[src/rtl/reg_file_mp_pkg.sv]
// Shared constants, index type and write-port arbitration helper for the
// multi-port register file.
package reg_file_mp_pkg;

    localparam int DEF_DATA_WIDTH = 32;
    localparam int DEF_NUM_REGS   = 32;
    localparam int DEF_ADDR_W     = $clog2(DEF_NUM_REGS);
    localparam int ZERO_REG_IDX   = 0;
    localparam int MAX_WR_PORTS   = 2;

    typedef logic [DEF_ADDR_W-1:0] reg_idx_t;

    typedef struct packed {
        logic hit;
        logic port;
    } wr_sel_t;

    // ports[p] = write port p targets the register in question; the
    // highest-index hitting port wins.
    function automatic wr_sel_t resolve_wr(input logic [MAX_WR_PORTS-1:0] ports);
        wr_sel_t s;
        s = '0;
        for (int p = 0; p < MAX_WR_PORTS; p++) begin
            if (ports[p]) begin
                s.hit  = 1'b1;
                s.port = p[0];
            end
        end
        return s;
    endfunction

endpackage

[src/rtl/reg_file_mp_if.sv]
// Read/write/reserve bundle of the multi-port register file. No handshake:
// every input is sampled on each rising clk, read outputs are combinational.
interface reg_file_mp_if #(
    parameter int DATA_WIDTH   = 32,
    parameter int NUM_REGS     = 32,
    parameter int NUM_RD_PORTS = 2,
    parameter int NUM_WR_PORTS = 2
);
    localparam int ADDR_W = $clog2(NUM_REGS);

    logic [NUM_WR_PORTS-1:0]                 wr_en;
    logic [NUM_WR_PORTS-1:0][ADDR_W-1:0]     wr_reg;
    logic [NUM_WR_PORTS-1:0][DATA_WIDTH-1:0] wr_data;
    logic [NUM_RD_PORTS-1:0][ADDR_W-1:0]     rd_reg;
    logic [NUM_RD_PORTS-1:0][DATA_WIDTH-1:0] rd_data;
    logic [NUM_RD_PORTS-1:0]                 rd_pending;
    logic                                    rsv_en;
    logic [ADDR_W-1:0]                       rsv_reg;
    logic                                    wr_conflict;

    modport master (
        output wr_en, wr_reg, wr_data, rd_reg, rsv_en, rsv_reg,
        input  rd_data, rd_pending, wr_conflict
    );

    modport slave (
        input  wr_en, wr_reg, wr_data, rd_reg, rsv_en, rsv_reg,
        output rd_data, rd_pending, wr_conflict
    );
endinterface

[src/rtl/reg_file_mp_scoreboard.sv]
// Per-register pending bits: set on reserve, cleared on writeback; a reserve
// on the same edge as a write to that register keeps the bit set.
module reg_file_scoreboard #(
    parameter int NUM_REGS     = 32,
    parameter int NUM_WR_PORTS = 2,
    parameter int ZERO_REG     = 1,
    localparam int ADDR_W      = $clog2(NUM_REGS)
) (
    input  logic                             clk,
    input  logic                             rst,
    input  logic [NUM_WR_PORTS-1:0]          wr_en,
    input  logic [NUM_WR_PORTS-1:0][ADDR_W-1:0] wr_reg,
    input  logic                             rsv_en,
    input  logic [ADDR_W-1:0]                rsv_reg,
    output logic [NUM_REGS-1:0]              pending
);

    logic [NUM_REGS-1:0] pending_nxt;

    always_comb begin
        pending_nxt = pending;
        for (int p = 0; p < NUM_WR_PORTS; p++) begin
            if (wr_en[p]) begin
                pending_nxt[wr_reg[p]] = 1'b0;
            end
        end
        // Reserve is applied last: the newer producer supersedes the writeback.
        if (rsv_en) begin
            pending_nxt[rsv_reg] = 1'b1;
        end
        if (ZERO_REG != 0) begin
            pending_nxt[0] = 1'b0;
        end
    end

    always_ff @(posedge clk or posedge rst) begin
        if (rst) begin
            pending <= '0;
        end else begin
            pending <= pending_nxt;
        end
    end

endmodule

[src/rtl/reg_file_mp.sv]
// Multi-port register file: storage, write-port priority, optional bypass and
// hardwired zero, plus a pending scoreboard for hazard detection.
module reg_file_mp
    import reg_file_mp_pkg::*;
#(
    parameter int DATA_WIDTH   = DEF_DATA_WIDTH,
    parameter int NUM_REGS     = DEF_NUM_REGS,
    parameter int NUM_RD_PORTS = 2,
    parameter int NUM_WR_PORTS = 2,
    parameter int BYPASS       = 1,
    parameter int ZERO_REG     = 1,
    localparam int ADDR_W      = $clog2(NUM_REGS)
) (
    input logic          clk,
    input logic          rst,
    reg_file_mp_if.slave bus
);

    logic [NUM_WR_PORTS-1:0]                 wr_en;
    logic [NUM_WR_PORTS-1:0][ADDR_W-1:0]     wr_reg;
    logic [NUM_WR_PORTS-1:0][DATA_WIDTH-1:0] wr_data;
    logic [NUM_RD_PORTS-1:0][ADDR_W-1:0]     rd_reg;
    logic [NUM_RD_PORTS-1:0][DATA_WIDTH-1:0] rd_data_c;
    logic [NUM_REGS-1:0]                     pending;
    logic                                    wr_conflict_q;
    logic                                    dbl_write;

    logic [DATA_WIDTH-1:0] regs [NUM_REGS];
    wr_sel_t               wsel [NUM_REGS];

    assign wr_en   = bus.wr_en;
    assign wr_reg  = bus.wr_reg;
    assign wr_data = bus.wr_data;
    assign rd_reg  = bus.rd_reg;

    // Winning write port per register.
    always_comb begin
        for (int r = 0; r < NUM_REGS; r++) begin
            logic [MAX_WR_PORTS-1:0] hit;
            hit = '0;
            for (int p = 0; p < NUM_WR_PORTS; p++) begin
                hit[p] = wr_en[p] && (wr_reg[p] == ADDR_W'(r));
            end
            wsel[r] = resolve_wr(hit);
        end
    end

    always_ff @(posedge clk or posedge rst) begin
        if (rst) begin
            for (int r = 0; r < NUM_REGS; r++) begin
                regs[r] <= '0;
            end
        end else begin
            for (int r = 0; r < NUM_REGS; r++) begin
                if (wsel[r].hit && !((ZERO_REG != 0) && (r == ZERO_REG_IDX))) begin
                    regs[r] <= wr_data[wsel[r].port];
                end
            end
        end
    end

    generate
        if (NUM_WR_PORTS == 2) begin : g_dbl
            assign dbl_write = (&wr_en) && (wr_reg[0] == wr_reg[1]) &&
                               !((ZERO_REG != 0) && (wr_reg[0] == ADDR_W'(ZERO_REG_IDX)));
        end else begin : g_no_dbl
            assign dbl_write = 1'b0;
        end
    endgenerate

    always_ff @(posedge clk or posedge rst) begin
        if (rst) begin
            wr_conflict_q <= 1'b0;
        end else begin
            wr_conflict_q <= dbl_write;
        end
    end

    // Read muxes; rst forces zero so a bypassed write cannot leak out during reset.
    always_comb begin
        for (int i = 0; i < NUM_RD_PORTS; i++) begin
            logic [MAX_WR_PORTS-1:0] rhit;
            wr_sel_t                 rsel;
            rhit = '0;
            for (int p = 0; p < NUM_WR_PORTS; p++) begin
                rhit[p] = wr_en[p] && (wr_reg[p] == rd_reg[i]);
            end
            rsel = resolve_wr(rhit);
            if (rst || ((ZERO_REG != 0) && (rd_reg[i] == ADDR_W'(ZERO_REG_IDX)))) begin
                rd_data_c[i] = '0;
            end else if ((BYPASS != 0) && rsel.hit) begin
                rd_data_c[i] = wr_data[rsel.port];
            end else begin
                rd_data_c[i] = regs[rd_reg[i]];
            end
        end
    end

    reg_file_scoreboard #(
        .NUM_REGS     (NUM_REGS),
        .NUM_WR_PORTS (NUM_WR_PORTS),
        .ZERO_REG     (ZERO_REG)
    ) u_scoreboard (
        .clk     (clk),
        .rst     (rst),
        .wr_en   (wr_en),
        .wr_reg  (wr_reg),
        .rsv_en  (bus.rsv_en),
        .rsv_reg (bus.rsv_reg),
        .pending (pending)
    );

    always_comb begin
        for (int i = 0; i < NUM_RD_PORTS; i++) begin
            bus.rd_pending[i] = pending[rd_reg[i]];
        end
    end

    assign bus.rd_data     = rd_data_c;
    assign bus.wr_conflict = wr_conflict_q;

endmodule

[src/flat_wrapper.sv]
// flat-port wrapper written by rule: the top's interface ports become plain ports
module reg_file_mp_flat import reg_file_mp_pkg::*;
#(
    parameter int DATA_WIDTH   = DEF_DATA_WIDTH,
    parameter int NUM_REGS     = DEF_NUM_REGS,
    parameter int NUM_RD_PORTS = 2,
    parameter int NUM_WR_PORTS = 2,
    parameter int BYPASS       = 1,
    parameter int ZERO_REG     = 1,
    localparam int ADDR_W      = $clog2(NUM_REGS)
)
  (clk, rst, bus_wr_en, bus_wr_reg, bus_wr_data, bus_rd_reg, bus_rsv_en, bus_rsv_reg, bus_rd_data, bus_rd_pending, bus_wr_conflict);
  reg_file_mp_if #(.DATA_WIDTH(DATA_WIDTH), .NUM_REGS(NUM_REGS), .NUM_RD_PORTS(NUM_RD_PORTS), .NUM_WR_PORTS(NUM_WR_PORTS)) bus_i ();
  input logic clk;
  input logic rst;
  input wire logic [$bits(bus_i.wr_en)-1:0] bus_wr_en;
  input wire logic [$bits(bus_i.wr_reg)-1:0] bus_wr_reg;
  input wire logic [$bits(bus_i.wr_data)-1:0] bus_wr_data;
  input wire logic [$bits(bus_i.rd_reg)-1:0] bus_rd_reg;
  input wire logic [$bits(bus_i.rsv_en)-1:0] bus_rsv_en;
  input wire logic [$bits(bus_i.rsv_reg)-1:0] bus_rsv_reg;
  output wire logic [$bits(bus_i.rd_data)-1:0] bus_rd_data;
  output wire logic [$bits(bus_i.rd_pending)-1:0] bus_rd_pending;
  output wire logic [$bits(bus_i.wr_conflict)-1:0] bus_wr_conflict;
  assign bus_i.wr_en = bus_wr_en;
  assign bus_i.wr_reg = bus_wr_reg;
  assign bus_i.wr_data = bus_wr_data;
  assign bus_i.rd_reg = bus_rd_reg;
  assign bus_i.rsv_en = bus_rsv_en;
  assign bus_i.rsv_reg = bus_rsv_reg;
  assign bus_rd_data = bus_i.rd_data;
  assign bus_rd_pending = bus_i.rd_pending;
  assign bus_wr_conflict = bus_i.wr_conflict;
  reg_file_mp #(.DATA_WIDTH(DATA_WIDTH), .NUM_REGS(NUM_REGS), .NUM_RD_PORTS(NUM_RD_PORTS), .NUM_WR_PORTS(NUM_WR_PORTS), .BYPASS(BYPASS), .ZERO_REG(ZERO_REG)) u_core (.clk(clk), .rst(rst), .bus(bus_i));
endmodule
[config.mk]
export PLATFORM = sky130hd
export DESIGN_NAME = reg_file_mp_flat
export DESIGN_NICKNAME = d
export VERILOG_FILES = /design/src/rtl/reg_file_mp_pkg.sv /design/src/rtl/reg_file_mp_if.sv /design/src/rtl/reg_file_mp_scoreboard.sv /design/src/rtl/reg_file_mp.sv /design/src/flat_wrapper.sv
export SDC_FILE = /design/constraint.sdc
export NUM_CORES = 2
export LEC_CHECK = 0
export CAP_MARGIN = 20
export CORE_MARGIN = 5
export CORE_UTILIZATION = 60
export CTS_CLUSTER_DIAMETER = 80
export CTS_CLUSTER_SIZE = 40
export DETAILED_ROUTE_END_ITERATION = 10
export PLACE_DENSITY_LB_ADDON = 0.05
export REMOVE_ABC_BUFFERS = 1
export SYNTH_ARGS = -nofsm -noshare
export SYNTH_HDL_FRONTEND = slang
export SYNTH_HIERARCHICAL = 1
export SYNTH_SLANG_ARGS = --single-unit
export TNS_END_PERCENT = 30
[constraint.sdc]
create_clock -name clk -period 61.7 [get_ports clk]
set_input_delay 12.34 -clock clk [delete_from_list [all_inputs] [get_ports clk]]
set_output_delay 12.34 -clock clk [all_outputs]
set_load 0.02 [all_outputs]
==> flow_summary.yaml <==
clock_tree:
  cts_sinks: 1024
  clk_pin_slew_ns: 0.09
  cts_buffers: 52
  cts_root_buf: "clkbuf_16"
  cts_setup_buffers: 0
  clock_latency_ns: 0.75
  cts_tree: "done"
  clock_tree.buffer_depth: 3
  ctsHoldBuffers: 0
  htreeDepth: 2
  ctsResizeCount: 0
worst_setup_path:
  critPathTopFamily: "buffers and inverters"
  cp-end-kind: "output port"
  critical_path_class: "in -> out"
  crit_path_max_fanout: 53
  required_ns: 49.36
  reg2reg_slack_ns: 60.84
  slowest_stage: "a211oi_1"
  cpMostUsedCell: "buf_4"
  max_stage_delay_ns: 0.91
  critPathBufInv: 4
  critPathArrivalTime_ns: 17.08
  crit_path_start_kind: "primary input"
  cp_cell_sequence: "buf_8 > buf_4 > xnor2_1 > nand4_1 > or2_2 > buf_4 > o221ai_1 > a211oi_1 > clkdlybuf4s50_1"
logic_synthesis:
  synth_seq_area_share: 0.391
  synth_warnings: 70
  synthDistinctLibCells: 60
  synth_seq_cells: 1024
  syn_inst: 6152
  syn-cell-area_mm2: 0.0655
  synth-edff-count: 0
  synth-async-reset-ratio: 1.00
  syn_avg_cell_area_um2: 10.6
  synthFlopType: "dfrtp_1"
timing:
  finalSetupViolations: 0
  setup_tns_ns: 0
  finalCritPeriodShare: 0.477
  hold_violations: 0
  final_max_slew_viol_count: 0
  rsz0062_at_grt: "no"
  whs_ns: 0.542
  max_freq_mhz: 34.0
  fin_skew_ns: 0
  finalCriticalPeriod_ns: 29.42
  worst_pin_slew_ns: 1.30
  slew_headroom: 0.130
final_layout:
  layout-drive-gt1-share: 0.165
  layout_common_cells: "1034 x mux2i_1, 1024 x dfrtp_1, 582 x a21oi_1"
  area_delta_synth_final_pct: 6.08
  finalNonFillerCells: 7213
  stdcell_area_mm2: 0.0694
  multi_input_area_mm2: 0.0369
  nFillCells: 8654
  seq_area_mm2: 0.0256
  layout_commonest_cell: "mux2i_1"
  final_nets: 5847
global_routing:
  grt_pass1_wl_um: 351000
  antenna_found_initial: 9
  track_usage: 0.411
  grt_pass1_vias: 50100
  grt_start_max_net_pins: 171
  gr-total-overflow: 0
die:
  row_count: 121
  dieArea_mm2: 0.116
  initial_core_util: 0.603
  die_y_um: 340
  die_w_um: 340
  io_pins: 161
  design.core.area_mm2: 0.109
detailed_routing:
  vias: 52500
  drc: 0
  drt-vias-per-instance: 7.28
  drtIter0Drc: 8079
  routedWlPerCell_um: 33.6
  routed_wl_um: 243000
  firstDrtPassIters: 6
  ant_nets: 0
power:
  finalPower_w: 0.00205
  vdd_ir_drop_max_mv: 0.0215
  powerDensity_mw_per_mm2: 29.6
  p_leak_nw: 29.0
placed_design:
  placed_cells: 7111
  port-buffer-count: 160
  hpwlAfterDp_um: 130000
  placed_cell_area_mm2: 0.0673
  gp_congestion: 0.887
job:
  cap_violations: 0
outcome:
  outcome: "complete, no violations"
hold_path:
  hp-class: "reg -> reg"
## sequential cells by signal (all words and copies together), names as in the netlist
register	flops
u_core/regs	992
u_core/bus.wr_conflict	1
u_core/u_scoreboard/pending	31
## where the power goes
part | internal, W | switching, W | leakage [nW] | total [W]
clock | 0.000193 | 0.000281 | 0.981 | 0.000474
sequential | 0.000848 | 0.000140 | 12.5 | 0.000988
combinational | 0.000327 | 0.000264 | 15.5 | 0.000592
total | 0.00137 | 0.000686 | 29.0 | 0.00205
## final timing paths
| kind | start | cells after the start | to |
|---|---|---|---|
| max reg2reg | u_core/regs[353]$_DFFE_PP0P_ | 2 | u_core/regs[353]$_DFFE_PP0P_ |
| min in group asynchronous | rst | 3 | u_core/u_scoreboard/pending[6]$_DFF_PP0_ |
| max in group asynchronous | rst | 6 | u_core/regs[847]$_DFFE_PP0P_ |
| min | u_core/u_scoreboard/pending[12]$_DFF_PP0_ | 1 | u_core/u_scoreboard/pending[12]$_DFF_PP0_ |
| min reg2reg | u_core/u_scoreboard/pending[12]$_DFF_PP0_ | 1 | u_core/u_scoreboard/pending[12]$_DFF_PP0_ |
| max | bus_rd_reg[0] | 9 | bus_rd_data[10] |
## Yosys cell counts (3+ instances only)
| master | number | area [um^2] |
|---|---|---|
| buf_6 | 8 | 90.1 |
| and3_1 | 5 | 31.3 |
| xnor2_1 | 16 | 140 |
| a211oi_1 | 31 | 233 |
| and3b_1 | 5 | 43.8 |
| buf_4 | 44 | 330 |
| dfrtp_1 | 1024 | 25600 |
| o21ai_1 | 18 | 90.1 |
| a22oi_1 | 91 | 683 |
| buf_1 | 67 | 251 |
| nor2_1 | 577 | 2170 |
| nand4_1 | 10 | 62.6 |
| o21ai_0 | 528 | 2640 |
| mux2i_1 | 1034 | 10300 |
| and2_1 | 9 | 56.3 |
| nor3_1 | 11 | 55.1 |
| inv_1 | 10 | 37.5 |
| clkbuf_1 | 513 | 1930 |
| a21oi_1 | 584 | 2920 |
| xor2_1 | 8 | 70.1 |
| a221oi_1 | 34 | 298 |
| nor2_2 | 6 | 37.5 |
| nand3_1 | 10 | 50.1 |
| nor3b_1 | 4 | 30.0 |
| a22o_1 | 120 | 1050 |
| o22ai_1 | 3 | 18.8 |
| nor3b_2 | 3 | 37.5 |
| mux4_2 | 521 | 11700 |
| buf_2 | 155 | 776 |
| o211ai_1 | 3 | 22.5 |
| or2_2 | 3 | 18.8 |
| and4bb_2 | 3 | 37.5 |
| and4b_2 | 3 | 33.8 |
| o31ai_1 | 4 | 30.0 |
| o221ai_1 | 38 | 333 |
| nor3_2 | 3 | 30.0 |
| nand2_1 | 519 | 1950 |
| nor2b_1 | 22 | 138 |
| mux2_2 | 65 | 732 |
| nand2b_1 | 13 | 81.3 |
## cells by family after synthesis
logic type / Yosys count / share of synthesized area
xor gates and xnor gates: 24 / 0.00321
AOI/OAI and AO/OA: 1465 / 0.129
DFF: 1024 / 0.391
buffers and inverters: 799 / 0.0523
and+or+nand+nor: 1219 / 0.0760
muxes: 1620 / 0.349
other: 1 / 0.0000573
## final cells by class
| type | instances | area share |
|---|---|---|
| multi-input combinational | 4329 | 0.532 |
| timing repair buffer | 336 | 0.0432 |
| antenna | 4 | 0.000144 |
| tap | 1414 | 0.0255 |
| sequential | 1024 | 0.369 |
| clock buffer | 56 | 0.0195 |
| inverter | 10 | 0.000721 |
| clock inverter | 40 | 0.0100 |
## metrics by stage
stage,util,setup slack [ns]
after floorplan,-,21.42
final,0.640,32.28
after detailed placement,0.620,32.23
after global placement,0.620,32.27
after global routing,0.640,31.94
after CTS,0.639,32.23
## worst register-to-register path: cells and delay by family, from the launching register on
family	cells	cell delay, ns
DFF	1	0.43
AOI/OAI and AO/OA	1	0.12
muxes	1	0.17
## layer usage
metal	vias up	wire, um	GRT usage
li1	21700	-	-
met3	747	33700	0.125
met5	-	68	0
met1	26100	92200	0.582
met4	8	14300	0.201
met2	3893	102000	0.582
(Power assumes the default switching activity.)
